## config.mk

```make
export PLATFORM = sky130hd
export DESIGN_NAME = trap_filter_prog
export DESIGN_NICKNAME = d
export VERILOG_FILES = /design/src/rtl/filter_pkg.sv /design/src/rtl/tap_delay_line.sv /design/src/rtl/trap_filter_prog.sv
export SDC_FILE = /design/constraint.sdc
export NUM_CORES = 2
export LEC_CHECK = 0
export ABC_CLOCK_PERIOD_IN_PS = 30700
export CORE_MARGIN = 3
export CORE_UTILIZATION = 50
export CTS_CLUSTER_DIAMETER = 120
export CTS_CLUSTER_SIZE = 24
export DETAILED_ROUTE_END_ITERATION = 12
export PLACE_DENSITY = 0.74
export SETUP_SLACK_MARGIN = 0.1
export SLEW_MARGIN = 15
export SYNTH_ARGS = -nofsm -noshare
export SYNTH_HDL_FRONTEND = slang
export SYNTH_SLANG_ARGS = --single-unit
```

## constraint.sdc

```tcl
create_clock -name clk -period 30.7 [get_ports clk]
set_input_delay 6.14 -clock clk [delete_from_list [all_inputs] [get_ports clk]]
set_output_delay 6.14 -clock clk [all_outputs]
set_load 0.02 [all_outputs]
```

## src/rtl/filter_pkg.sv

```systemverilog
// filter_pkg
//   Shared definitions for the programmable trapezoidal shaping filter:
//   default widths and runtime configuration, the signed accumulator type,
//   the configuration record {k, l, m, shift} and the output clamp helper.
//   No ports (package).
package filter_pkg;

    localparam int ADC_W     = 12;
    localparam int OUT_W     = 16;
    localparam int ACC_W     = 32;
    localparam int DEPTH     = 64;
    localparam int CFG_KW    = $clog2(DEPTH) + 1;
    localparam int CFG_MW    = 10;
    localparam int CFG_SW    = 5;

    localparam int DEF_K     = 4;
    localparam int DEF_L     = 8;
    localparam int DEF_M     = 0;
    localparam int DEF_SHIFT = 4;

    typedef logic signed [ACC_W-1:0] acc_t;
    typedef logic signed [OUT_W-1:0] out_t;

    typedef struct packed {
        logic [CFG_KW-1:0] k;
        logic [CFG_KW-1:0] l;
        logic [CFG_MW-1:0] m;
        logic [CFG_SW-1:0] shift;
    } cfg_t;

    typedef struct packed {
        logic clamped;
        out_t value;
    } sat_t;

    // Clamp a wide signed value into the output range. The value fits when
    // all bits from the output sign bit upward are identical.
    function automatic sat_t saturate(input acc_t x);
        sat_t                 res;
        logic [ACC_W-OUT_W:0] upper;
        upper       = x[ACC_W-1:OUT_W-1];
        res.clamped = !((&upper) || !(|upper));
        if (!res.clamped) begin
            res.value = x[OUT_W-1:0];
        end else if (x[ACC_W-1]) begin
            res.value = {1'b1, {(OUT_W-1){1'b0}}};
        end else begin
            res.value = {1'b0, {(OUT_W-1){1'b1}}};
        end
        return res;
    endfunction

endpackage

```

## src/rtl/tap_delay_line.sv

```systemverilog
// tap_delay_line
//   DEPTH-entry shift register of raw ADC samples with runtime taps.
//   line_q[0] holds the previous accepted sample v(n-1), so the tap for
//   delay j reads entry j-1.
//   Ports:
//     clk_i      clock
//     rst_i      asynchronous active-high reset, clears the line
//     clear_i    synchronous clear of the whole line
//     shift_i    push sample_i into the line
//     sample_i   sample entering the line
//     k_i, l_i   tap delays (1..DEPTH, k_i + l_i <= DEPTH)
//     tap_k_o    v(n-K)
//     tap_l_o    v(n-L)
//     tap_kl_o   v(n-K-L)
module tap_delay_line #(
    parameter int ADC_W = 12,
    parameter int DEPTH = 64
) (
    input  logic                       clk_i,
    input  logic                       rst_i,
    input  logic                       clear_i,
    input  logic                       shift_i,
    input  logic [ADC_W-1:0]           sample_i,
    input  logic [$clog2(DEPTH):0]     k_i,
    input  logic [$clog2(DEPTH):0]     l_i,
    output logic [ADC_W-1:0]           tap_k_o,
    output logic [ADC_W-1:0]           tap_l_o,
    output logic [ADC_W-1:0]           tap_kl_o
);
    import filter_pkg::*;

    localparam int TAP_W = $clog2(DEPTH) + 1;
    localparam int IDX_W = $clog2(DEPTH);

    logic [ADC_W-1:0] line_q [DEPTH];
    logic [IDX_W-1:0] idx_k;
    logic [IDX_W-1:0] idx_l;
    logic [IDX_W-1:0] idx_kl;

    always_ff @(posedge clk_i or posedge rst_i) begin
        if (rst_i) begin
            for (int i = 0; i < DEPTH; i++) line_q[i] <= '0;
        end else if (clear_i) begin
            for (int i = 0; i < DEPTH; i++) line_q[i] <= '0;
        end else if (shift_i) begin
            line_q[0] <= sample_i;
            for (int i = 1; i < DEPTH; i++) line_q[i] <= line_q[i-1];
        end
    end

    // Delays are at least 1 and their sum never exceeds DEPTH, so the
    // decremented values always fit the index width.
    assign idx_k  = IDX_W'(k_i - TAP_W'(1));
    assign idx_l  = IDX_W'(l_i - TAP_W'(1));
    assign idx_kl = IDX_W'(k_i + l_i - TAP_W'(1));

    assign tap_k_o  = line_q[idx_k];
    assign tap_l_o  = line_q[idx_l];
    assign tap_kl_o = line_q[idx_kl];

endmodule

```

## src/rtl/trap_filter_prog.sv

```systemverilog
// trap_filter_prog
//   Runtime-programmable trapezoidal shaping filter for one ADC stream.
//   Four valid-tagged stages: d (difference), p (first accumulator),
//   s (pole-zero corrected second accumulator), clamped output register.
//   Ports:
//     clk, reset            clock, asynchronous active-high reset
//     in_data, in_valid     unsigned ADC sample and its qualifier
//     cfg_load              strobe requesting cfg_k/l/m/shift to be loaded
//     cfg_k, cfg_l          rise time K and rise+flat time L
//     cfg_m, cfg_shift      pole-zero multiplier and output right shift
//     cfg_err               one-cycle pulse on a rejected configuration
//     sat_flag              sticky: an emitted output was clamped
//     out_data, out_valid   signed filtered sample and its qualifier
module trap_filter_prog #(
    parameter int ADC_W     = filter_pkg::ADC_W,
    parameter int OUT_W     = filter_pkg::OUT_W,
    parameter int ACC_W     = filter_pkg::ACC_W,
    parameter int DEPTH     = filter_pkg::DEPTH,
    parameter int DEF_K     = filter_pkg::DEF_K,
    parameter int DEF_L     = filter_pkg::DEF_L,
    parameter int DEF_M     = filter_pkg::DEF_M,
    parameter int DEF_SHIFT = filter_pkg::DEF_SHIFT
) (
    input  logic                   clk,
    input  logic                   reset,
    input  logic [ADC_W-1:0]       in_data,
    input  logic                   in_valid,
    input  logic                   cfg_load,
    input  logic [$clog2(DEPTH):0] cfg_k,
    input  logic [$clog2(DEPTH):0] cfg_l,
    input  logic [9:0]             cfg_m,
    input  logic [4:0]             cfg_shift,
    output logic                   cfg_err,
    output logic                   sat_flag,
    output logic [OUT_W-1:0]       out_data,
    output logic                   out_valid
);
    import filter_pkg::*;

    localparam int KW = $clog2(DEPTH) + 1;

    localparam cfg_t DEF_CFG = '{
        k:     CFG_KW'(DEF_K),
        l:     CFG_KW'(DEF_L),
        m:     CFG_MW'(DEF_M),
        shift: CFG_SW'(DEF_SHIFT)
    };

    function automatic logic signed [ACC_W-1:0] zext(input logic [ADC_W-1:0] x);
        return $signed({{(ACC_W-ADC_W){1'b0}}, x});
    endfunction

    cfg_t                    cfg_q;
    cfg_t                    cfg_req;
    logic [KW:0]             req_sum;
    logic                    cfg_ok;
    logic                    cfg_acc;
    logic                    cfg_rej;
    logic                    shift_en;

    logic [KW-1:0]           warm_q;
    logic [KW-1:0]           kl_act;
    logic                    warm_done;

    logic [ADC_W-1:0]        tap_k;
    logic [ADC_W-1:0]        tap_l;
    logic [ADC_W-1:0]        tap_kl;

    logic signed [ACC_W-1:0] d_p0;
    logic signed [ACC_W-1:0] d_p1_q;
    logic                    smp_p1_q;
    logic                    vld_p1_q;
    logic signed [ACC_W-1:0] p_p2_q;
    logic signed [ACC_W-1:0] d_p2_q;
    logic                    smp_p2_q;
    logic                    vld_p2_q;
    logic signed [ACC_W-1:0] m_ext;
    logic signed [ACC_W-1:0] r_p2;
    logic signed [ACC_W-1:0] s_p3_q;
    logic                    vld_p3_q;
    logic signed [ACC_W-1:0] s_shr;
    sat_t                    sat_p3;

    // Configuration request check. The sum is one bit wider so that
    // oversized K+L cannot wrap into range.
    assign cfg_req  = '{k: cfg_k, l: cfg_l, m: cfg_m, shift: cfg_shift};
    assign req_sum  = {1'b0, cfg_k} + {1'b0, cfg_l};
    assign cfg_ok   = (cfg_k != '0) && (cfg_k <= cfg_l) && (req_sum <= (KW+1)'(DEPTH));
    assign cfg_acc  = cfg_load && cfg_ok;
    assign cfg_rej  = cfg_load && !cfg_ok;
    // A sample coinciding with an accepted load belongs to neither config.
    assign shift_en = in_valid && !cfg_acc;

    assign kl_act    = cfg_q.k + cfg_q.l;
    assign warm_done = (warm_q >= kl_act);

    tap_delay_line #(
        .ADC_W (ADC_W),
        .DEPTH (DEPTH)
    ) u_line (
        .clk_i    (clk),
        .rst_i    (reset),
        .clear_i  (cfg_acc),
        .shift_i  (shift_en),
        .sample_i (in_data),
        .k_i      (cfg_q.k),
        .l_i      (cfg_q.l),
        .tap_k_o  (tap_k),
        .tap_l_o  (tap_l),
        .tap_kl_o (tap_kl)
    );

    assign d_p0   = zext(in_data) - zext(tap_k) - zext(tap_l) + zext(tap_kl);
    assign m_ext  = $signed({{(ACC_W-CFG_MW){1'b0}}, cfg_q.m});
    assign r_p2   = p_p2_q + m_ext * d_p2_q;
    assign s_shr  = s_p3_q >>> cfg_q.shift;
    assign sat_p3 = saturate(s_shr);

    always_ff @(posedge clk or posedge reset) begin
        if (reset) begin
            cfg_q     <= DEF_CFG;
            warm_q    <= '0;
            d_p1_q    <= '0;
            smp_p1_q  <= 1'b0;
            vld_p1_q  <= 1'b0;
            p_p2_q    <= '0;
            d_p2_q    <= '0;
            smp_p2_q  <= 1'b0;
            vld_p2_q  <= 1'b0;
            s_p3_q    <= '0;
            vld_p3_q  <= 1'b0;
            cfg_err   <= 1'b0;
            sat_flag  <= 1'b0;
            out_data  <= '0;
            out_valid <= 1'b0;
        end else begin
            cfg_err <= cfg_rej;
            if (cfg_acc) begin
                // New configuration: flush history, accumulators and tags.
                cfg_q     <= cfg_req;
                warm_q    <= '0;
                smp_p1_q  <= 1'b0;
                vld_p1_q  <= 1'b0;
                p_p2_q    <= '0;
                smp_p2_q  <= 1'b0;
                vld_p2_q  <= 1'b0;
                s_p3_q    <= '0;
                vld_p3_q  <= 1'b0;
                out_valid <= 1'b0;
                sat_flag  <= 1'b0;
            end else begin
                // Stage 1: difference d(n)
                smp_p1_q <= in_valid;
                vld_p1_q <= in_valid && warm_done;
                if (in_valid) begin
                    d_p1_q <= d_p0;
                    if (!warm_done) warm_q <= warm_q + KW'(1);
                end
                // Stage 2: p(n) = p(n-1) + d(n)
                smp_p2_q <= smp_p1_q;
                vld_p2_q <= vld_p1_q;
                if (smp_p1_q) begin
                    p_p2_q <= p_p2_q + d_p1_q;
                    d_p2_q <= d_p1_q;
                end
                // Stage 3: s(n) = s(n-1) + p(n) + M*d(n)
                vld_p3_q <= vld_p2_q;
                if (smp_p2_q) s_p3_q <= s_p3_q + r_p2;
                // Stage 4: shifted, clamped output
                out_valid <= vld_p3_q;
                if (vld_p3_q) begin
                    out_data <= sat_p3.value;
                    if (sat_p3.clamped) sat_flag <= 1'b1;
                end
            end
        end
    end

endmodule

```

==> qor.txt <==
Status - finished clean
GP Congestion - 0.8811
Avg Cell Area, Syn - 12.11 um^2
CP Class - in2reg
Buf/Inv on CP - 4
Synth area leader - dfrtp_1
RSZ-0062 raised after global routing - false
I/O pins - 64
CTS root buf - clkbuf_16
Slowest cell delay on critical path - 0.82 ns
Die height - 375.4 um
Worst Max-Slew Pin Slew - 1.117 ns
DRT Wirelength - 158,100 um
# setup viols final - 0
First element of the critical path - cfg_l[1]
Slew Viols, Final - 0
Synth cell types - 77
Effective utilization at floorplan - 50.75%
Ys async rst share - 100.0%
Layout area overhead - 4.953%
Drt initial violations - 3,918
Critical Path RT - 31.23 ns
Core area - 0.1345 mm^2
Crit end category - flop
Reg clk slew, reported paths - 0.10 ns
Fin Setup TNS - 0 ns
1st-pass router iterations - 6
Initial antenna violation count - 7
R2r startpoint - cfg_q[22]
Fmax - 0.09167 GHz
Syn Inst Count - 5,636
All-layer global routing usage - 22.79%
Htree depth - 2
CTS tree - done
YS warnings - 0
Hold slack - 0.4846 ns
Placed Cells - 7,115
Cts bufs inserted - 46
Post-synth EDFFs - 0
Gr ovfl total - 0
Largest net degree at the start of global routing - 219
Clk_skew - 0.03716 ns
Chip width - 375.4 um
Fin. Hold Viols - 0
Fin nets - 5,830
Global-route wire length before repair - 259,500 um
Non-Filler Instances - 7,176
Row count - 134
FF+latch count, synth - 922
Layout cells sized above 1 - 18.71%
Post-synthesis sequential area ratio - 33.82%
Period Utilization, post-route - 35.54%
Startpoint types - input pin
Vias/cell - 6.244
Maxcap violations - 0
Period minus WS final - 10.91 ns
Worst Hold Launch - vld_p2_q
Post-cts sizing count - 0
Cell Chain, Critical Path - clkdlybuf4s50_1 -> inv_1 -> fa_1 -> o21bai_1 -> a21oi_1 -> o31ai_1 -> xor2_1 -> a41o_1 -> and4_4 -> buf_4 -> buf_4 -> nand2b_1 -> mux2_2
R2R setup slack - 21.32 ns
Primary FF master, synth - dfrtp_1
Critical Path AT - 11.44 ns
DR vias - 44,810
Slew margin rel. - 25.52%
Drc violations - 0
Net count after synthesis - 6,071
Hold_buf cts - 0
Area of the die - 0.1409 mm^2
Max clock buf depth - 3
Worst hold path type - reg2reg
Vias in the first global route - 45,820
Sink Count - 922
Slowest stage cell, crit path - and4_4
Post-DR wirelength/cell - 22.03 um
Top-area cell type share of the netlist area - 33.70%
Port Buffers - 63
Crit Path Max Fanout - 81
Antenna-violating nets left - 0
Crit-path leading delay family - buffers and inverters
DP HPWL - 103,000 um
Most used cell, CP - buf_4
Cell area after synthesis - 0.06824 mm^2
Area contributors post-synth - dfrtp_1 (34%), mux4_2 (25%), mux2i_1 (13%)
Postcts setup bufs - 0
Filler cells - 11,210
Clock Latency Late Sink - 0.69 ns
## state kept, by name, indices dropped and copies added, names as in the netlist
signal / count
cfg_err: 1
u_line.line_q: 768
cfg_q: 29
p_p2_q: 32
s_p3_q: 32
sat_flag: 1
smp_p1_q: 1
d_p1_q: 15
vld_p3_q: 1
d_p2_q: 15
out_data: 16
smp_p2_q: 1
vld_p1_q: 1
warm_q: 7
vld_p2_q: 1
out_valid: 1
## layout make-up
| type | instances | area [um^2] | area share (%) |
|---|---|---|---|
| clock buffers | 48 | 1180 | 1.648 |
| multi-input cells | 3860 | 42060 | 58.73 |
| clock inverters | 8 | 132.6 | 0.1852 |
| repair buffers | 143 | 1349 | 1.883 |
| diodes | 5 | 12.51 | 0.01747 |
| flip-flops and latches | 922 | 23080 | 32.23 |
| well taps | 1768 | 2212 | 3.089 |
| inverters | 422 | 1588 | 2.217 |
## per-layer routing
metal	track usage, %	vias up	share of wire (%)	routed length, um
met1	31.57	23500	42	66300
met3	3.434	255	6.1	9626
met5	0	-	0.0082	13
met4	6.827	2	3.1	4865
met2	37.51	1255	49	77280
li1	-	19790	-	-
## final timing paths
path / to / depth (start not counted)
max in group asynchronous: u_line.line_q[56] / 7
min reg2reg: vld_p3_q / 1
min in group asynchronous: u_line.line_q[0] / 3
max: d_p2_q[0] / 13
max reg2reg: d_p1_q[13] / 28
min: vld_p3_q / 1
## metrics by stage
step	setup slack (ns)	utilization, %	cell area, um^2
2_1_floorplan	11.88	-	68240
3_3_place_gp	19.27	52.27	70290
3_5_place_dp	19.12	52.27	70290
4_1_cts	19.84	53.25	71600
5_1_grt	19.46	53.25	71600
6_report	19.79	53.26	71610
## cell families (layout without fill, tap and decap cells)
logic type | Yosys count | in the layout | share of synthesized area (%)
multiplexers | 1680 | 1680 | 38.76
AND/OR/NAND/NOR | 1334 | 1334 | 8.224
flip-flops | 922 | 922 | 33.82
adder cells (fa/ha/maj) | 390 | 390 | 9.715
AO/OA/AOI/OAI | 360 | 360 | 3.414
buffers and inverters | 854 | 621 | 4.839
XOR/XNOR | 96 | 96 | 1.232
other | 0 | 5 | 0
## cell usage in the layout, fill, tap and decap left out, drive strengths merged, types with 13 or more instances in the layout
| cell type | instances |
|---|---|
| buf | 81 |
| o21ai | 76 |
| a21o | 46 |
| ha | 157 |
| o21bai | 22 |
| nor2 | 902 |
| mux2i | 853 |
| xor2 | 42 |
| xnor2 | 54 |
| inv | 424 |
| nand4 | 13 |
| clkbuf | 48 |
| fa | 233 |
| and2 | 82 |
| mux4 | 761 |
| nor3 | 26 |
| nand2 | 210 |
| clkdlybuf4s50 | 62 |
| nand3 | 42 |
| nor2b | 13 |
| mux2 | 66 |
| a211oi | 21 |
| dfrtp | 919 |
| a21oi | 100 |
## worst reg2reg max path: cells and delay by family (launching register included)
family	cells	cell delay [ns]
xor gates and xnor gates	1	0.16
AOI/OAI and AO/OA	12	2.42
and+or+nand+nor	2	0.46
muxes	3	1.49
DFF	1	0.98
adders and majority gates	4	1.52
buffers and inverters	6	2.28
## synth_stat cells (21+ instances only)
cell type and instances:
xnor2_1 54, buf_1 66, clkbuf_1 339, xor2_1 42
nand3_1 32, and2_1 82, a21o_1 46, nor3_1 25
nand2_1 200, fa_1 233, mux4_2 754, mux2_2 66
o21bai_1 22, dfrtp_1 919, a211oi_1 21, ha_1 157
o21ai_0 74, a21oi_1 100, inv_1 421, mux2i_1 853
nor2_1 902
Power is left out: the tool's default activity adds up to more than one toggle a clock period on the data nets, which glitch-free logic cannot reach.
